**config.mk**
```make
export PLATFORM = sky130hd
export DESIGN_NAME = spi_slave_core
export DESIGN_NICKNAME = d
export VERILOG_FILES = /design/src/rtl/spi_slave_core.sv
export SDC_FILE = /design/constraint.sdc
export NUM_CORES = 1
export LEC_CHECK = 0
export ABC_AREA = 1
export BUFFER_PORTS_ARGS = -buffer_cell sky130_fd_sc_hd__buf_2
export CORE_ASPECT_RATIO = 0.6
export CORE_MARGIN = 1.5
export CORE_UTILIZATION = 49
export CTS_CLUSTER_DIAMETER = 100
export DETAILED_ROUTE_END_ITERATION = 8
export PLACE_DENSITY = 0.79
export SLEW_MARGIN = 20
export SYNTH_ARGS = -nofsm -noshare
export SYNTH_HDL_FRONTEND = slang
export SYNTH_SLANG_ARGS = --single-unit
```
**constraint.sdc**
```tcl
create_clock -name clk -period 1.32 [get_ports clk]
set_input_delay 0.132 -clock clk [delete_from_list [all_inputs] [get_ports clk]]
set_output_delay 0.132 -clock clk [all_outputs]
set_load 0.01 [all_outputs]
```
**src/rtl/spi_slave_core.sv**
```systemverilog
// SPI slave with generic word width, all four SPI modes, selectable bit order and
// valid/ready streams for received and transmitted words, fully clocked on clk.
module spi_slave_core #(
  parameter int                DATA_W    = 8,
  parameter int                CPOL      = 0,
  parameter int                CPHA      = 0,
  parameter int                MSB_FIRST = 1,
  parameter logic [DATA_W-1:0] TX_IDLE   = '0
) (
  input  logic              clk,
  input  logic              rst_n,
  input  logic              sck,
  input  logic              ssel_n,
  input  logic              mosi,
  output logic              miso,
  output logic              miso_oe,
  output logic [DATA_W-1:0] rx_data,
  output logic              rx_valid,
  input  logic              rx_ready,
  input  logic [DATA_W-1:0] tx_data,
  input  logic              tx_valid,
  output logic              tx_ready,
  output logic              rx_overrun,
  output logic              tx_underrun,
  output logic              busy
);
  localparam int             CW     = (DATA_W > 2) ? $clog2(DATA_W) : 1;
  localparam logic [CW-1:0]  LAST   = CW'(DATA_W - 1);
  localparam bit             CPOL_B = (CPOL != 0);
  localparam bit             CPHA_B = (CPHA != 0);
  localparam bit             MSB_B  = (MSB_FIRST != 0);

  typedef enum logic {IDLE, ACTIVE} state_t;

  state_t            state_q, state_d;
  logic [2:0]        sck_s, ssel_s;
  logic [1:0]        mosi_s;
  logic [CW-1:0]     bit_cnt;
  logic [DATA_W-1:0] rx_sr, tx_sr, hold_q;
  logic              hold_full, done_q;
  logic              lead, trail, sample_e, shift_e, ssel_fall, ssel_rise;
  logic              do_sample, load, advance, hold_wr;

  // sck is normalised by CPOL so that "lead" is always a rising edge
  always_ff @(posedge clk) begin
    if (!rst_n) begin
      sck_s  <= '0;
      ssel_s <= '1;
      mosi_s <= '0;
    end else begin
      sck_s  <= {sck_s[1:0], sck ^ CPOL_B};
      ssel_s <= {ssel_s[1:0], ssel_n};
      mosi_s <= {mosi_s[0], mosi};
    end
  end

  assign lead      =  sck_s[1] & ~sck_s[2];
  assign trail     = ~sck_s[1] &  sck_s[2];
  assign sample_e  = CPHA_B ? trail : lead;
  assign shift_e   = CPHA_B ? lead  : trail;
  assign ssel_fall = ~ssel_s[1] &  ssel_s[2];
  assign ssel_rise =  ssel_s[1] & ~ssel_s[2];
  assign hold_wr   = tx_valid & ~hold_full;

  always_ff @(posedge clk) begin
    if (!rst_n) state_q <= IDLE;
    else        state_q <= state_d;
  end

  // In mode 0/2 the trailing edge after a completed word must not disturb the
  // freshly loaded next word, hence no advance while the bit counter is 0.
  always_comb begin
    state_d   = state_q;
    do_sample = 1'b0;
    load      = 1'b0;
    advance   = 1'b0;
    case (state_q)
      IDLE: begin
        if (ssel_fall) begin
          state_d = ACTIVE;
          load    = ~CPHA_B;
        end
      end
      ACTIVE: begin
        if (ssel_rise) begin
          state_d = IDLE;
        end else begin
          do_sample = sample_e;
          if (CPHA_B) load = shift_e & (bit_cnt == '0);
          else        load = done_q;
          advance = shift_e & ~load & (CPHA_B | (bit_cnt != '0));
        end
      end
      default: state_d = IDLE;
    endcase
  end

  always_ff @(posedge clk) begin
    if (!rst_n) begin
      bit_cnt <= '0;
      rx_sr   <= '0;
      done_q  <= 1'b0;
    end else begin
      done_q <= do_sample & (bit_cnt == LAST);
      if (state_q == ACTIVE && ssel_rise) begin
        bit_cnt <= '0;
      end else if (do_sample) begin
        rx_sr   <= MSB_B ? {rx_sr[DATA_W-2:0], mosi_s[1]} : {mosi_s[1], rx_sr[DATA_W-1:1]};
        bit_cnt <= (bit_cnt == LAST) ? '0 : bit_cnt + 1'b1;
      end
    end
  end

  // A completed word is offered the cycle after its last sample
  always_ff @(posedge clk) begin
    if (!rst_n) begin
      rx_data    <= '0;
      rx_valid   <= 1'b0;
      rx_overrun <= 1'b0;
    end else begin
      rx_overrun <= 1'b0;
      if (done_q) begin
        if (!rx_valid || rx_ready) begin
          rx_data  <= rx_sr;
          rx_valid <= 1'b1;
        end else begin
          rx_overrun <= 1'b1;
        end
      end else if (rx_valid && rx_ready) begin
        rx_valid <= 1'b0;
      end
    end
  end

  always_ff @(posedge clk) begin
    if (!rst_n) begin
      hold_q      <= '0;
      hold_full   <= 1'b0;
      tx_sr       <= '0;
      tx_underrun <= 1'b0;
    end else begin
      tx_underrun <= load & ~hold_full;
      if (hold_wr) hold_q <= tx_data;
      if (hold_wr)   hold_full <= 1'b1;
      else if (load) hold_full <= 1'b0;
      if (load)
        tx_sr <= hold_full ? hold_q : TX_IDLE;
      else if (advance)
        tx_sr <= MSB_B ? {tx_sr[DATA_W-2:0], 1'b0} : {1'b0, tx_sr[DATA_W-1:1]};
    end
  end

  assign busy     = (state_q == ACTIVE);
  assign miso_oe  = busy;
  assign miso     = busy & (MSB_B ? tx_sr[DATA_W-1] : tx_sr[0]);
  assign tx_ready = ~hold_full;

endmodule
```
# [After elaboration in Yosys (flattened, before gate mapping)]
# Index checks and enable logic that the tools add are counted.
[word_totals] register_bits=49 output_inout_bits=15 elab_cells=70 input_bits=15
[classes] reduce_logical=13 bitwise=19 eq_ne=2 n_mux=21 add_sub_neg=1
[op_table] op="2-to-1 mux 8 bit" count=3
[op_table] op="2-to-1 mux 1 bit" count=15
[op_table] op="bitwise AND 1 bit" count=10
[op_table] op="NOT 1 bit" count=9
[op_table] op="AND reduction 2 bit" count=4
[op_table] op="nonzero test 2 bit" count=3
[op_table] op="case mux 1 bit (2 select lines)" count=2
[op_table] op="adder 3 x 1 -> 3 bit (second input constant)" count=1
[op_table] op="equality test 3 bit (second input constant)" count=1
[op_table] op="2-to-1 mux 3 bit" count=1
[op_table] op="nonzero test 3 bit" count=1
[op_table] op="logical AND 1 bit" count=2
[op_table] op="!= test 2 x 1 -> 1 bit (second input constant)" count=1
[op_table] op="OR reduction 2 bit" count=1
[op_table] op="logical NOT 1 bit" count=1
[op_table] op="logical OR 1 bit" count=1

# [Longest topological paths before layout]
# Gate-level depths: netlist of the first run.
[depth] depth_word=11 mapped_depth=10 depth_no_buf=10

# [Worst setup path after synthesis of the first run]
# OpenSTA, ideal clock, no wires.
[synth_timing] path_kind="register to register" startpoint="register bit_cnt[0]" endpoint="register tx_sr[1]" t_required_ns=1.203 setup_ns=0.117 synth_period_minus_slack_ns=1.223 n_path_buf=0 path_stages_with_launch=11 slack_ns=0.097 t_arrival_ns=1.105 cell_sequence="dfxtp_1 -> inv_1 -> ha_1 -> inv_1 -> nor2_1 -> nor2_1 -> nand2_1 -> nand2_2 -> inv_2 -> nor2_1 -> nor2_1"
[synth_via] elab_chain_len=5
[synth_lines] element="from (decl)" line_no="38" source="logic [CW-1:0] bit_cnt;"
[synth_lines] element="from (signal assigned)" line_no="109" source="bit_cnt <= (bit_cnt == LAST) ? '0 : bit_cnt + 1'b1;"
[synth_lines] element="nonzero test 3 bit" line_no="91" source="advance = shift_e & ~load & (CPHA_B | (bit_cnt != '0));"
[synth_lines] element="bitwise AND 1 bit" line_no="91"
[synth_lines] element="2-to-1 mux 1 bit" line_no="85" source="if (ssel_rise) begin"
[synth_lines] element="2-to-1 mux 1 bit" line_no="77" source="case (state_q)"
[synth_lines] element="nonzero test 2 bit (no source line)"
[synth_lines] element="to (signal assigned)" line_no="147" source="tx_sr <= hold_full ? hold_q : TX_IDLE;"
[synth_lines] element="to (signal assigned)" line_no="149" source="tx_sr <= MSB_B ? {tx_sr[DATA_W-2:0], 1'b0} : {1'b0, tx_sr[DATA_W-1:1]};"
[synth_lines] element="to (decl)" line_no="39" source="logic [DATA_W-1:0] rx_sr, tx_sr, hold_q;"
# No other way between the ends.
# A chain may end at the register's enable or synchronous reset.

# [Worst setup path in the final report of the first run]
[layout_timing] startpoint="register bit_cnt[0]" endpoint="register tx_sr[3]"
# The elaborated chain is that of the path after synthesis.

==> results of run 1 <==
[report_power, final]
group,switching [mW],internal [mW]
combinational,0.155,0.109
clock,0.525,0.383
sequential,0.0301,1.54
total,0.710,2.03
[state kept, by name (all words and copies together), names as in the netlist, 2 cells and up]
signal / cells
rx_sr: 8
rx_data: 8
ssel_s: 3
hold_q: 8
mosi_s: 2
sck_s: 3
bit_cnt: 3
tx_sr: 8
[cell usage after synthesis]
master	count	area share
nor3_1	3	0.0080
nand3_2	1	0.0053
dfxtp_1	49	0.52
ha_1	3	0.020
inv_1	29	0.058
nand3_1	4	0.011
or2_2	2	0.0067
nor2_1	45	0.090
a211oi_2	2	0.013
o21ai_0	34	0.091
inv_2	2	0.0040
nand3_4	1	0.0094
clkbuf_1	3	0.0060
buf_2	4	0.011
buf_4	1	0.0040
nand2_2	2	0.0067
nand2_1	37	0.074
a21oi_1	18	0.048
nand4_1	1	0.0033
buf_6	1	0.0060
[worst max-delay path: cells and delay by family, from the launching register on]
family	cells	cell delay (ns)
buffers and inverters	2	0.08
DFF	1	0.36
and+or+nand+nor	7	0.60
adders and majority gates	1	0.15
[routing by layer]
metal  vias up  track usage  share of wire
met3         2      0.05357          0.057
met1       722       0.2777           0.53
met4         0      0.04167         0.0011
met5         -            0              0
met2        37       0.2615           0.41
li1        851            -              -
[through the flow]
step / hold WS, ns / setup WS [ns] / power [mW]
finish: 0.01565 / 0.02437 / 2.738
global route: 0.01447 / -0.04790 / 2.862
CTS: 0.006769 / 0.005752 / 2.732
detailed placement: 0.3203 / 0.001757 / 1.831
global placement: 0.3110 / 0.06259 / 1.826
floorplan: 0.2296 / 0.09746 / 1.754
[kinds of logic after synthesis]
group,after synthesis
AND/OR/NAND/NOR,96
AO/OA/AOI/OAI,54
flip-flops,49
buffers and inverters,40
adder cells (fa/ha/maj),3
[repair_timing]
action                                 4_1_cts  5_1_grt
pin swaps                                    0       10
resized for setup                            1       19
hold buffers                                 1        0
setup endpoints to repair                    5       17
cloned                                       0        1
buffers inserted                             0        4
endpoints found under the hold margin        1        0
[worst max-delay path by stage]
stage                     cells after the start  slack, ns  endpoint
final                                        10       0.02  tx_sr[3]
after global placement                       10       0.06  tx_sr[5]
after CTS                                    10      0.006  tx_sr[3]
after floorplan                              10        0.1  tx_sr[1]
after detailed placement                     10      0.002  tx_sr[6]
after global routing                          9      -0.05  tx_sr[6]
[area by class of cell]
type                            instances  area share
Clock buffer                            5     0.02984
Sequential cell                        49      0.4270
Timing Repair Buffer                   45      0.1232
Clock inverter                          3     0.01085
Multi-Input combinational cell        154      0.3321
Tap cell                               47     0.02550
Inverter                               31     0.05155
==> impl_metrics.py, run 1 <==
metrics = {
    "worst_setup_path": {
        "crit_arrival_ns": 1.49,
        "path_class": "flip-flop to flip-flop",
        "reg2reg_from": "bit_cnt[0]",
        "cp-startpoint": "bit_cnt[0]",
        "cp.required_ns": 1.52,
        "rr_worst_depth": 10,
        "cp_slowest_stage_delay_ns": 0.36,
        "end_kind": "flip-flop",
        "start_kind": "flip-flop",
        "cpMostUsedCell": "nor2_1",
        "path_max_fanout": 5,
        "r2r_setup_slack_ns": 0.02,
        "r2r_end": "tx_sr[3]",
        "path_cells": "inv_2 > ha_4 > inv_2 > nor2_1 > nor2_1 > nand2_2 > nand2_4 > nand2_2 > nor2_2 > nor2_1",
        "cpMaxStageDelayCell": "dfxtp_2",
    },
    "finish": {
        "final_common_cell": "dfxtp_1",
        "antennaDiodeCount": 0,
        "syn_to_final_growth_pct": 23.20,
        "finalNetCount": 304,
        "final_cell_mix": "dfxtp_1 (46), nor2_1 (42), nand2_1 (35)",
        "final_util": 0.6303,
        "stdcell_area_um2": 2306,
        "finalNonFillerCells": 334,
        "seq_area_um2": 984.7,
        "layout-drive-gt1-share": 0.2683,
        "multi_input_comb_area_um2": 765.7,
        "fillerInstances": 324,
    },
    "global_route": {
        "antenna_found_initial": 0,
        "grt_pass1_vias": 1329,
        "grt_usage": 0.1852,
        "grt_pass1_wl_mm": 5.961,
        "grt_overflow": 0,
        "grt_max_degree": 30,
    },
    "detailed_routing": {
        "finalWirelength_mm": 3.652,
        "detail_route.wl_per_cell_um": 10.93,
        "via_per_inst": 4.826,
        "ant_nets": 0,
        "dr.first_iter.drc_count": 88,
        "drc": 0,
        "first_pass_iters": 4,
        "num_vias": 1612,
    },
    "power_and_ir_drop": {
        "leakage_nw": 1.087,
        "ir_worst_vdd_mv": 0.7350,
        "p_per_area_nw_per_um2": 1188,
    },
    "hold_path": {
        "hold_depth": 3,
        "min_to": "sck_s[0]",
        "worst_hold_path_type": "primary input to flip-flop",
        "min_from": "sck",
    },
    "cts": {
        "cts_root_buffer": "clkbuf_8",
        "cts_buffer_depth": 2,
        "cts_buffers": 5,
        "clk_pin_slew_ns": 0.10,
        "cts_tree": "yes",
        "clock_latency_ns": 0.30,
        "cts_sinks": 49,
        "htree_num_levels": 2,
    },
    "synth": {
        "synth_mux_area_frac": 0,
        "synth_area_um2": 1872,
        "syn_nets": 260,
        "postSynthAreaPerCell_um2": 7.735,
        "synthCells": 242,
        "synth-simple-area-share": 0.2146,
        "synth_xor_area_frac": 0,
        "synth_fa_ha_area_frac": 0.02005,
        "ys_ff_latch": 49,
        "ys_warn_count": 0,
        "synth_top_family_by_area": "simple AND/OR/NAND/NOR gates",
        "synth_compound_area_frac": 0.1524,
        "synth.distinct_cells": 20,
        "yosysSeqAreaShare": 0.5241,
    },
    "sta": {
        "hold_viol": 0,
        "period_share": 0.9815,
        "setup_tns_ns": 0,
        "max_freq_mhz": 771.8,
        "relSlewSlack": 0.7980,
        "worstMarginPinSlew_ns": 0.2998,
        "timing.final.crit_period_ns": 1.296,
        "slew_violations": 0,
        "rsz0062_at_grt": "yes",
        "setup_viol": 0,
        "skew_ns": 0.01236,
    },
    "status": {
        "status": "complete, no violations",
    },
    "placed_design": {
        "placedCellCount": 320,
        "portBuffers": 29,
        "hpwl_mm": 2.463,
        "place.gp.congestion": 0.8338,
        "place_area_um2": 2121,
    },
    "floorplan": {
        "die_area_um2": 4212,
        "die_height_um": 50.88,
        "die_x_um": 82.79,
        "start_util": 0.5116,
        "coreArea_um2": 3659,
        "rows": 17,
        "ios": 30,
    },
    "job": {
        "maxCapViolCount": 0,
    },
}
Power figures use the tool's default switching activity.
==> run 2, diff against run 1 <==
--- a/config.mk
+++ b/config.mk
@@ -12,7 +12,9 @@
 export CORE_UTILIZATION = 49
 export CTS_CLUSTER_DIAMETER = 100
 export DETAILED_ROUTE_END_ITERATION = 8
+export MAX_ROUTING_LAYER = met4
 export PLACE_DENSITY = 0.79
+export RECOVER_POWER = 100
 export SLEW_MARGIN = 20
 export SYNTH_ARGS = -nofsm -noshare
 export SYNTH_HDL_FRONTEND = slang
==> run 2 against run 1 <==
  * Combinational power about the same
  * Global-route usage grew 0.51 points
  * Clock power barely moved
  * Non-clock buffer count did not move
  * Critical endpoint unchanged
  * Design area down 0.87%
  * Hold slack got worse by 0.0021 ns
  * Count of clock-buffer cells in the layout is the same
  * Sequential cell count unchanged
  * Largest power group unchanged
  * Setup slack improved by 0.0010 ns
  * Via count is 0.81% lower
  * Sequential power hardly changed
  * Die area stayed put
==> impl_metrics.py, run 2 (synthesized netlist as in run 1, its figures left out) <==
metrics = {
    "status": {
        "status": "complete, no violations",
    },
    "power_and_ir_drop": {
        "p_int_mw": 2.025,
        "seqPwrFrac": 0.573,
        "power_frac_clock": 0.332,
        "p_per_area_nw_per_um2": 1196,
        "leakage_nw": 1.029,
        "ir_worst_vdd_mv": 0.7346,
        "p_switching_uw": 710.0,
        "finalPower_mw": 2.735,
        "p_sw_frac": 0.2596,
        "p_comb_frac": 0.095,
    },
    "floorplan": {
        "die_area_um2": 4212,
        "coreArea_um2": 3659,
        "ios": 30,
        "die_x_um": 82.79,
        "rows": 17,
        "die_height_um": 50.88,
        "start_util": 0.5116,
    },
    "cts": {
        "clk_pin_slew_ns": 0.10,
        "cts_buffers": 5,
        "htree_num_levels": 2,
        "cts_sinks": 49,
        "cts_tree": "yes",
        "cts_root_buffer": "clkbuf_8",
        "clock_latency_ns": 0.30,
        "cts_buffer_depth": 2,
    },
    "global_route": {
        "antenna_found_initial": 0,
        "grt_usage": 0.1903,
        "grt_overflow": 0,
        "grt_pass1_wl_mm": 5.961,
        "grt_pass1_vias": 1333,
        "grt_max_degree": 30,
    },
    "sta": {
        "max_freq_mhz": 772.4,
        "worst_slack_ns": 0.02539,
        "skew_ns": 0.01104,
        "timing.final.crit_period_ns": 1.295,
        "worstMarginPinSlew_ns": 0.4932,
        "rsz0062_at_grt": "yes",
        "slew_violations": 0,
        "setup_viol": 0,
        "relSlewSlack": 0.6712,
        "period_share": 0.9808,
        "hold_viol": 0,
    },
    "worst_setup_path": {
        "end_kind": "flip-flop",
        "path_max_fanout": 5,
        "path_cells": "inv_2 > ha_4 > inv_2 > nor2_1 > nor2_1 > nand2_2 > nand2_4 > nand2_2 > nor2_2 > nor2_1",
        "cpMaxStageDelayCell": "dfxtp_2",
        "path_class": "flip-flop to flip-flop",
        "cpMostUsedCell": "nor2_1",
        "start_kind": "flip-flop",
        "r2r_setup_slack_ns": 0.03,
        "rr_worst_depth": 10,
        "r2r_end": "tx_sr[3]",
        "crit_family": "simple AND/OR/NAND/NOR gates",
        "cp.required_ns": 1.52,
        "cp.buffers_inverters": 2,
        "crit_arrival_ns": 1.49,
        "reg2reg_from": "bit_cnt[0]",
        "cp_slowest_stage_delay_ns": 0.36,
    },
    "detailed_routing": {
        "first_pass_iters": 4,
        "via_per_inst": 4.787,
        "drc": 0,
        "num_vias": 1599,
        "detail_route.wl_per_cell_um": 10.98,
        "ant_nets": 0,
        "dr.first_iter.drc_count": 102,
        "finalWirelength_mm": 3.667,
    },
    "hold_path": {
        "min_from": "sck",
        "worst_hold_path_type": "primary input to flip-flop",
        "hold_depth": 3,
        "min_to": "sck_s[0]",
    },
    "finish": {
        "antennaDiodeCount": 0,
        "final_common_cell": "dfxtp_1",
        "syn_to_final_growth_pct": 22.13,
        "final_cell_mix": "dfxtp_1 (46), nor2_1 (42), nand2_1 (35)",
        "finalNetCount": 304,
        "layout-drive-gt1-share": 0.2195,
    },
    "placed_design": {
        "portBuffers": 29,
        "place.gp.congestion": 0.8465,
        "place_ws_ns": 0.001757,
        "hpwl_mm": 2.463,
    },
    "job": {
        "maxCapViolCount": 0,
    },
}
-- run 2: cell count changes in the layout (fill, tap and decap cells not counted), sizes merged --
cell,change
buf,-15
clkbuf,+15
-- run 2: tightest hold or removal path: cells and delay by family --
family	cells	cell delay [ns]
AND/OR/NAND/NOR	1	0.04
buffers and inverters	2	0.12
-- run 2: how the worst max path moves through the flow --
stage	from	endpoint	slack (ns)	depth (start not counted)
CTS	bit_cnt[0]	tx_sr[3]	0.006	10
floorplan	bit_cnt[0]	tx_sr[1]	0.1	10
global route	ssel_s[1]	tx_sr[6]	-0.05	9
detailed placement	bit_cnt[0]	tx_sr[6]	0.002	10
finish	bit_cnt[0]	tx_sr[3]	0.03	10
global placement	bit_cnt[0]	tx_sr[5]	0.06	10
-- run 2: per-layer routing --
layer | wire length [um] | vias up | share of wire | GRT usage
li1 | - | 848 | - | -
met1 | 1956 | 719 | 0.53 | 0.2777
met2 | 1500 | 32 | 0.41 | 0.2615
met3 | 210 | 0 | 0.057 | 0.05357
met4 | 0 | 0 | 0 | 0.04167
met5 | 0 | - | 0 | -
-- run 2: metrics by stage --
stage | setup TNS (ns) | instances | instance area (um2) | hold WS [ns] | utilization
floorplan | 0 | 242 | 1872 | 0.2296 | -
global placement | 0 | 320 | 2121 | 0.3110 | 0.5797
detailed placement | 0 | 320 | 2121 | 0.3203 | 0.5797
CTS | 0 | 329 | 2230 | 0.006769 | 0.6094
global route | -0.1268 | 334 | 2286 | 0.01446 | 0.6248
finish | 0 | 334 | 2286 | 0.01359 | 0.6248
-- run 2: final cells by class --
cell class | count | area (um2)
Fill cell | 338 | 1373
Sequential cell | 49 | 984.7
Multi-Input combinational cell | 154 | 765.7
Timing Repair Buffer | 45 | 264.0
Inverter | 31 | 118.9
Clock buffer | 5 | 68.82
Tap cell | 47 | 58.81
Clock inverter | 3 | 25.02
-- run 2: timing repair --
action / in CTS / in global routing
endpoints found under the hold margin: 1 / 0
gates cloned: 0 / 1
resized for setup: 1 / 19
buffers inserted: 0 / 4
hold buffers: 1 / 0
setup endpoints to repair: 5 / 17
pin swaps: 0 / 10
-- run 2: power groups by stage --
stage          logic (mW)  registers (mW)  clock network [mW]
6_report            0.261            1.57               0.908
5_1_grt             0.295            1.57               0.991
4_1_cts             0.239            1.56               0.929
3_5_place_dp        0.233            1.60                   0
3_3_place_gp        0.228            1.60                   0
2_1_floorplan       0.162            1.59                   0
